File: src/rtl/render_frame_scheduler.sv
// Per-frame render pass sequencer: raster coordinate issue, scene snapshot,
// pixel accounting and ping-pong bank swap. Optional RENDER_FRAME_SCHEDULER_STATS_EN adds an overrun counter.
module render_frame_scheduler #(
  parameter int unsigned START_X       = 390,
  parameter int unsigned START_Y       = 390,
  parameter int unsigned END_X         = 634,
  parameter int unsigned END_Y         = 765,
  parameter int unsigned REGION_DIVIDE = 530,
  parameter int unsigned SCENE_W       = 192
) (
  input  logic               aclk,
  input  logic               aresetn,
  input  logic               nf_in,
  input  logic [SCENE_W-1:0] sphere_in,
  output logic [SCENE_W-1:0] sphere_out,
  output logic [10:0]        hcount_out,
  output logic [9:0]         vcount_out,
  output logic               coord_valid,
  input  logic               coord_ready,
  output logic [1:0]         select_objs,
  input  logic               pixel_valid_in,
  output logic               wr_bank,
  output logic               rd_bank,
  output logic               busy,
  output logic               frame_done,
  output logic [15:0]        skipped_frames
);

  localparam int unsigned HW    = 11;
  localparam int unsigned VW    = 10;
  localparam int unsigned TOTAL = (END_X - START_X) * (END_Y - START_Y);
  localparam int unsigned CNT_W = $clog2(TOTAL + 1);

  localparam logic [HW-1:0]    H_FIRST = HW'(START_X);
  localparam logic [HW-1:0]    H_LAST  = HW'(END_X - 1);
  localparam logic [VW-1:0]    V_FIRST = VW'(START_Y);
  localparam logic [VW-1:0]    V_LAST  = VW'(END_Y - 1);
  localparam logic [CNT_W-1:0] CNT_MAX = CNT_W'(TOTAL);

  typedef enum logic [1:0] {
    IDLE      = 2'd0,
    ISSUE     = 2'd1,
    DRAIN     = 2'd2,
    WAIT_SWAP = 2'd3
  } state_t;

  state_t           state;
  logic [CNT_W-1:0] pix_cnt;

  logic          hs_c;
  logic          row_end_c;
  logic          last_beat_c;
  logic          start_c;
  logic [VW-1:0] v_inc_c;

  function automatic logic [1:0] region_sel(input logic [VW-1:0] v);
    return (32'(v) < REGION_DIVIDE) ? 2'b11 : 2'b10;
  endfunction

  always_comb begin
    hs_c        = coord_valid && coord_ready;
    row_end_c   = (hcount_out == H_LAST);
    last_beat_c = row_end_c && (vcount_out == V_LAST);
    start_c     = nf_in && ((state == IDLE) || (state == WAIT_SWAP));
    v_inc_c     = vcount_out + VW'(1);
  end

  // Pass sequencer; every output is updated together with the state register
  always_ff @(posedge aclk or negedge aresetn) begin
    if (!aresetn) begin
      state       <= IDLE;
      coord_valid <= 1'b0;
      hcount_out  <= H_FIRST;
      vcount_out  <= V_FIRST;
      select_objs <= 2'b11;
      sphere_out  <= '0;
      wr_bank     <= 1'b0;
      rd_bank     <= 1'b1;
      busy        <= 1'b0;
      frame_done  <= 1'b0;
    end else begin
      frame_done <= 1'b0;
      case (state)
        IDLE, WAIT_SWAP: begin
          if (nf_in) begin
            state       <= ISSUE;
            coord_valid <= 1'b1;
            busy        <= 1'b1;
            sphere_out  <= sphere_in;
            hcount_out  <= H_FIRST;
            vcount_out  <= V_FIRST;
            select_objs <= region_sel(V_FIRST);
            // Only a completed pass flips the banks; the first pass after reset does not
            if (state == WAIT_SWAP) begin
              wr_bank    <= ~wr_bank;
              rd_bank    <= wr_bank;
              frame_done <= 1'b1;
            end
          end
        end
        ISSUE: begin
          if (hs_c) begin
            if (last_beat_c) begin
              coord_valid <= 1'b0;
              state       <= DRAIN;
              hcount_out  <= H_FIRST;
            end else if (row_end_c) begin
              hcount_out  <= H_FIRST;
              vcount_out  <= v_inc_c;
              select_objs <= region_sel(v_inc_c);
            end else begin
              hcount_out <= hcount_out + HW'(1);
            end
          end
        end
        DRAIN: begin
          if (pix_cnt == CNT_MAX) begin
            state <= WAIT_SWAP;
            busy  <= 1'b0;
          end
        end
        default: begin
          state <= IDLE;
        end
      endcase
    end
  end

  // Returned-pixel counter, live only during a pass and saturating at a full frame
  always_ff @(posedge aclk or negedge aresetn) begin
    if (!aresetn) begin
      pix_cnt <= '0;
    end else if (start_c) begin
      pix_cnt <= '0;
    end else if (busy && pixel_valid_in && (pix_cnt != CNT_MAX)) begin
      pix_cnt <= pix_cnt + CNT_W'(1);
    end
  end

`ifdef RENDER_FRAME_SCHEDULER_STATS_EN
  // Frames the renderer could not finish in time (new-frame pulse mid-pass)
  always_ff @(posedge aclk or negedge aresetn) begin
    if (!aresetn) begin
      skipped_frames <= '0;
    end else if (nf_in && busy && (skipped_frames != 16'hFFFF)) begin
      skipped_frames <= skipped_frames + 16'd1;
    end
  end
`else
  assign skipped_frames = '0;
`endif

endmodule

File: config.mk
export PLATFORM = sky130hd
export DESIGN_NAME = render_frame_scheduler
export DESIGN_NICKNAME = d
export VERILOG_FILES = /design/src/rtl/render_frame_scheduler.sv
export SDC_FILE = /design/constraint.sdc
export NUM_CORES = 1
export LEC_CHECK = 0
export BUFFER_PORTS_ARGS = -buffer_cell sky130_fd_sc_hd__buf_2
export CAP_MARGIN = 25
export CORE_AREA = 2 2 169 171
export CTS_BUF_LIST = sky130_fd_sc_hd__clkbuf_8
export DETAILED_ROUTE_END_ITERATION = 10
export DIE_AREA = 0 0 171 173
export PLACE_DENSITY = 0.64
export SYNTH_ARGS = -nofsm -noshare
export SYNTH_HDL_FRONTEND = slang
export SYNTH_SLANG_ARGS = --single-unit
File: constraint.sdc
create_clock -name aclk -period 3.4 [get_ports aclk]
set_clock_uncertainty 0.1 [all_clocks]
set_input_delay 0.34 -clock aclk [delete_from_list [all_inputs] [get_ports aclk]]
set_output_delay 0.34 -clock aclk [all_outputs]
set_load 0.02 [all_outputs]
==> results.md, run 1 <==
* Number of setup buffers added after CTS at 0
* CP Data Arrival Time at 2.94 ns
* Min Tclk post-route at 2.57 ns
* CP Cell Sequence: inv_1 -> ha_1 -> nor2b_1 -> or3_1 -> nor2_1 -> o32a_1
* Drt initial violations at 320
* Peak fanout along the critical path at 10
* Origin of the critical flop-to-flop path: state[0]$_DFFE_PN0P_
* GR Util met1 at 22.6%
* WL/cell at ~17 um
* Post-synth ARST share at 100%
* Yosys cell types at 46
* Vias in the first global route at ~8600
* Avg Cell Area, Syn at 14.0 sq um
* Simple-gate share of the synthesized area at around 6.5%
* Post-cts resize count at 0
* Met2 Track Usage GR at roughly a third
* CP Launch Type: flop
* Layout cells sized above 1 at between 50% and 60%
* Initial antenna violation count at 1
* Initial Util at 35.4%
* CP endpoint kind: flop
* H-tree depth at 2
* RSZ-0062 raised after global routing: false
* Post-synthesis sequential area ratio at 61.1%
* Fillers at 2279
* GP Congestion at 0.805
* Total core area at 27600 sq um
* Complex-gate fraction of the synthesized area at 2.38%
* Nets at 1546
* Final WL at 29100 um
* Crit path max-delay family: simple AND/OR/NAND/NOR gates
* Commonest cells after routing, fill and taps aside: buf_2, dfrtp_1, mux2_2, dlygate4sd3_1, clkbuf_8
* Total negative slack at 0 ns
* Reg2Reg Depth at 6
* RR Endpoint: select_objs[0]$_DFFE_PN1P_
* Number of top-level pins at around 430
* Outcome: completed
* Clock Path Buffers at 3
* Endpoints failing setup at 0
* GR Overflow Total at 0
* Most common cell after layout, fill and taps aside: buf_2
* Yosys warns at 0
* Largest net degree at the start of global routing at 104
* Post-DP Area at 12400 sq um
* Post-DP HPWL at 19300 um
* Min-Delay Path Class: input pin to flop
* Post-synth EDFFs at 0
* Adder-Cell Fraction of Synth Area at 1.28%
* Worst-skew pair later-pin latency at between 0.5 and 0.6 ns
* First drt pass iteration count at 4
* Post-Route Utilization at 54.8%
* Proportion of synthesized area in mux cells at a little under a quarter
* Setup crit start: state[0]$_DFFE_PN0P_
* Crit-path max cell delay at 0.60 ns
* Grt met3 use at under 10%
* Cells after Synth at 700
* Seq. cell area at just under 6000 sq um
* Max-slew headroom at 44.3%
* Post-Syn Area at 9780 sq um
* R2R Setup Slk at between 0.8 and 0.9 ns
* Hold WS at approximately 0.18 ns
* Chip width at 171 um
* Clk slew on worst S/H paths at 0.06 ns
* Routed via count at 7954
* Total track usage at 19.5%
* Cell at the slowest stage of the critical path: nor2_1
* Total die area at 29600 sq um
* First-pass GRT wire length at 45800 um
* DR DRC count at 0
* Synthesized flop and latch total at 238
* TritonCTS clock tree: done
* Final setup margin at 0.831 ns
* Crit path depth at 6
* Row cnt at slightly above 60
* CTS Hold Buffers Added at 193
* Die H at ~170 um
* Max-Cap Viols at 0
* TritonCTS buffer count at 43
* XOR/XNOR share of the synthesized area at 2.78%
* Antenna Violating Nets Remaining at 0
* Setup Crit Path Kind: flop to flop
* Root buf cell: clkbuf_8
* Via-to-Cell Ratio at 4.55
* Power per cell area at 910 nW/um^2
* Final instance area at 15100 sq um
* Ys flop type: dfrtp_1
* Slew @ Worst Pin at roughly 0.84 ns
* Critical Path Sink: select_objs[0]$_DFFE_PN1P_
* Clk sinks at 238
* IO Port Bufs at a little over 400
* Largest family of logic cells by synthesized area: multiplexers
* Area Growth Syn to Fin at 55.0%
* Pleak at a little over 0.007 uW
* Fin. max-slew vios at 0
* Fmax at 389 MHz
* Multi-input logic area at ~3600 sq um
* DP Worst Slack at 0.841 ns
* Worst IR Drop VDD at 0.646 mV
* Period utilization at between 70% and 80%
* GR peak layer: met2
* Buffers and inverters on the worst path at 1
* WP data required at 3.77 ns
* Hold Fails Final Rpt at 0
-- per-stage QoR --
step	total power, uW	instances
after global routing	14500	1748
after global placement	10800	1478
final	13800	1748
after CTS	13800	1746
after detailed placement	11000	1478
after floorplan	8710	715
-- worst reg2reg max path: stages, from the launching register on --
cell and delay (ns):
dfrtp_1 0.40, inv_1 0.08, ha_1 0.34, nor2b_1 0.21
or3_1 0.53, nor2_1 0.60, o32a_1 0.28
-- registers in the layout, indices dropped and copies added (netlist names) --
name and flops:
busy 1, coord_valid 1, frame_done 1, hcount_out 11
pix_cnt 17, rd_bank 1, select_objs 1, sphere_out 192
state 2, vcount_out 10, wr_bank 1
-- cells in the mapped netlist, drive strengths merged, types with 12 or more instances --
cell type | instances | area (sq um)
nand3 | 12 | 60.1
nand2 | 25 | 93.8
xor2 | 16 | 140
buf | 22 | 161
clkbuf | 25 | 93.8
dfrtp | 228 | 5710
xnor2 | 15 | 131
inv | 15 | 56.3
o21ai | 13 | 65.1
nor2 | 40 | 153
mux2 | 193 | 2170
-- where the power goes --
| part | internal (uW) | total, uW | switching [uW] |
|---|---|---|---|
| Sequential | 4120 | 4800 | 680 |
| Combinational | 2780 | 6340 | 3560 |
| Clock | 1460 | 2640 | 1180 |
-- routing by layer --
layer | wire, um | share of wire (%)
met5 | 0 | 0
met4 | 981 | 3.4
met3 | 1850 | 6.4
met2 | 15000 | 52
met1 | 11200 | 39
-- how the worst min path moves through the flow --
stage,depth (start not counted),end,startpoint
CTS,3,hcount_out[0]$_DFFE_PN0P_,coord_ready
global route,3,hcount_out[0]$_DFFE_PN0P_,coord_ready
detailed placement,1,hcount_out[3]$_DFFE_PN0P_,aresetn
finish,3,hcount_out[0]$_DFFE_PN0P_,coord_ready
global placement,1,pix_cnt[3]$_DFFE_PN0P_,aresetn
floorplan,0,busy$_DFFE_PN0P_,aresetn
-- kinds of logic after synthesis --
logic type	count (synthesis)
xor+xnor	31
compound gates	34
buf+inv	62
fa+ha+maj	10
mux	198
other cells	2
flops	238
simple gates	125
-- layout make-up --
type | instances | area share [%]
Inverter | 15 | 0.372
Timing Repair Buffer | 626 | 28.1
Tap cell | 378 | 3.12
Antenna cell | 1 | 0.0165
Sequential cell | 238 | 39.4
Multi-Input combinational cell | 415 | 23.5
Clock buffer | 52 | 4.72
Clock inverter | 23 | 0.834
No activity file was read; power rests on OpenSTA's default activity.
==> inputs of run 2 (changes only) <==
==> constraint.sdc (replaced) <==
create_clock -name aclk -period 2.6 [get_ports aclk]
set_clock_uncertainty 0.1 [all_clocks]
set_input_delay 0.26 -clock aclk [delete_from_list [all_inputs] [get_ports aclk]]
set_output_delay 0.26 -clock aclk [all_outputs]
set_load 0.02 [all_outputs]
==> run 2 against run 1 <==
Cell area up 0.50%. Power up 33%. Register-to-register slack worse by 0.68 ns. First-iteration DRC count is 13% lower. Cell count is 0.23% lower. Non-clock buffer count fell by 3. Critical path depth rose by 1. Critical endpoint is now hcount_out[6]$_DFFE_PN0P_. Hold slack lost 0.10 ns. Highest routed layer is now met5. Core utilization rose by 0.28 points. Clock power is 41% higher. Fmax up 4.7%. Combinational power up 31%.
==> results.md, run 2 (synthesis results as in run 1) <==
* Outcome: completed
* TritonCTS clock tree: done
* CP Data Arrival Time at about 2.7 ns
* Switching share of total power at 38.7%
* IO Port Bufs at around 420
* Number of setup buffers added after CTS at 0
* Worst IR Drop VDD at 0.918 mV
* Total track usage at 19.2%
* Routed via count at roughly 8000
* Clk slew on worst S/H paths at 0.06 ns
* R2R Setup Slk at 0.15 ns
* Buffers and inverters on the worst path at 1
* Cell at the slowest stage of the critical path: or4_4
* Post-Route Utilization at between 50% and 60%
* GP Congestion at 0.823
* DR DRC count at 0
* Pleak at 0.00722 uW
* WHS Endpoint: hcount_out[0]$_DFFE_PN0P_
* Min-Delay Path Class: input pin to flop
* Power per cell area at roughly 1200 nW/um^2
* WL/cell at 16.6 um
* Flop pwr share at 34.4%
* Antenna Violating Nets Remaining at 0
* Crit-path max cell delay at about 0.53 ns
* Setup Crit Path Kind: flop to flop
* Post-Layout Cell Count at 1744
* Origin of the critical flop-to-flop path: state[0]$_DFFE_PN0P_
* Net Sw Power at 7060 uW
* Hold Fails Final Rpt at 0
* RR Endpoint: hcount_out[6]$_DFFE_PN0P_
* GR Overflow Total at 0
* Fin. max-slew vios at 0
* Largest reg by FF count: sphere_out
* Final WL at 28900 um
* CP Launch Type: flop
* Internal power at 11200 uW
* Layout cells sized above 1 at between 50% and 60%
* Clock Path Buffers at 3
* Total negative slack at 0 ns
* Nets at 1541
* First drt pass iteration count at 4
* WP data required at approximately 2.9 ns
* Via-to-Cell Ratio at 4.58
* Final instance area at 15200 sq um
* Cell depth of the worst hold path at 3
* Comb power frac at 45.3%
* TritonCTS buffer count at 41
* Reg2Reg Depth at 7
* Die H at 173 um
* Met2 WL post-DR at 14700 um
* Period utilization at 94.3%
* Max-slew headroom at 53.5%
* H-tree depth at 2
* Chip width at 171 um
* Fmax at 408 MHz
* Inst Count DP at roughly 1500
* Vias in the first global route at around 8600
* Row cnt at slightly above 60
* CP Cell Sequence: inv_1 -> ha_1 -> nor2b_1 -> or3_1 -> or4_4 -> xor2_1 -> nor2_2
* Post-DP HPWL at 19000 um
* Initial antenna violation count at 1
* Fillers at about 2300
* RSZ-0062 raised after global routing: false
* Clk sinks at 238
* Root buf cell: clkbuf_8
* Initial Util at 35.4%
* Commonest cells after routing, fill and taps aside: buf_2, dfrtp_1, mux2_2, dlygate4sd3_1, clkbuf_8
* Met1 WL at 11100 um
* Clock power frac at 20.3%
* Post-DP Area at around 12000 sq um
* Largest net degree at the start of global routing at 74
* Area Growth Syn to Fin at 55.7%
* Number of top-level pins at 433
* CP endpoint kind: flop
* First-pass GRT wire length at 45000 um
* Crit path max-delay family: simple AND/OR/NAND/NOR gates
* Worst hold start: coord_ready
* DP Worst Slack at 0.161 ns
* Largest registers: sphere_out: 192 flops, pix_cnt: 17 flops, hcount_out: 11 flops
* Drt initial violations at 278
* Endpoints failing setup at 0
* Highest metal layer with signal wires: met5
* Most common cell after layout, fill and taps aside: buf_2
* Worst-skew pair later-pin latency at 0.52 ns
* Antenna cells at 0
* WL met3 at 1810 um
* Total die area at 29600 sq um
* Max-Cap Viols at 0
* Max reg flops at approximately 190
* Total core area at 27600 sq um
* Min Tclk post-route at 2.45 ns
* Slew @ Worst Pin at 0.680 ns
* Peak fanout along the critical path at 7
* Final setup margin at 0.147 ns
==> run 2: cell type report <==
type                    count  area, sq um  area share (%)
well taps                 378          473            3.11
flip-flops and latches    238         5970            39.2
repair buffers            623         4240            27.9
multi-input cells         415         3550            23.3
inverters                  15         56.3           0.370
clock buffers              61          840            5.51
clock inverters            14         87.6           0.575
==> run 2: worst max path at each step <==
| stage | startpoint | to | slack, ns | cells past startpoint |
|---|---|---|---|---|
| global route | state[0]$_DFFE_PN0P_ | hcount_out[6]$_DFFE_PN0P_ | 0.03 | 7 |
| floorplan | state[0]$_DFFE_PN0P_ | hcount_out[6]$_DFFE_PN0P_ | 0.23 | 8 |
| finish | state[0]$_DFFE_PN0P_ | hcount_out[6]$_DFFE_PN0P_ | 0.15 | 7 |
| global placement | state[0]$_DFFE_PN0P_ | hcount_out[6]$_DFFE_PN0P_ | 0.23 | 7 |
| detailed placement | state[0]$_DFFE_PN0P_ | hcount_out[6]$_DFFE_PN0P_ | 0.16 | 7 |
| CTS | state[0]$_DFFE_PN0P_ | hcount_out[6]$_DFFE_PN0P_ | 0.12 | 7 |
==> run 2: repair_timing <==
item                       4_1_cts  5_1_grt
gates resized for setup          0        1
hold buffers                   193        0
setup endpoints to repair        0        6
hold endpoints to repair       253        0
==> run 2: layer usage <==
metal	vias up	global-route usage, %
met5	-	0
met4	2	9.07
met3	88	4.88
met2	299	33.9
met1	3902	21.5
li1	3693	-
==> run 2: per-stage QoR <==
stage	hold slack, ns	power (uW)
2_1_floorplan	-0.136	11400
3_3_place_gp	0.157	14200
3_5_place_dp	0.157	14300
4_1_cts	0.0279	18300
5_1_grt	0.0588	19300
6_report	0.0708	18300
==> run 2: worst reg2reg max path: cells and delay by family, from the launching register on <==
kind / cells / cell delay (ns)
flops: 1 / 0.40
fa+ha+maj: 1 / 0.33
simple gates: 4 / 1.23
xor+xnor: 1 / 0.20
buf+inv: 1 / 0.07
==> run 2: power groups by stage <==
stage	registers, uW	logic, uW	clock network, uW
after floorplan	8210	3170	0
after global placement	6200	7970	0
after detailed placement	6270	8060	0
after CTS	6240	8290	3810
after global routing	6500	8780	3990
final	6280	8280	3710
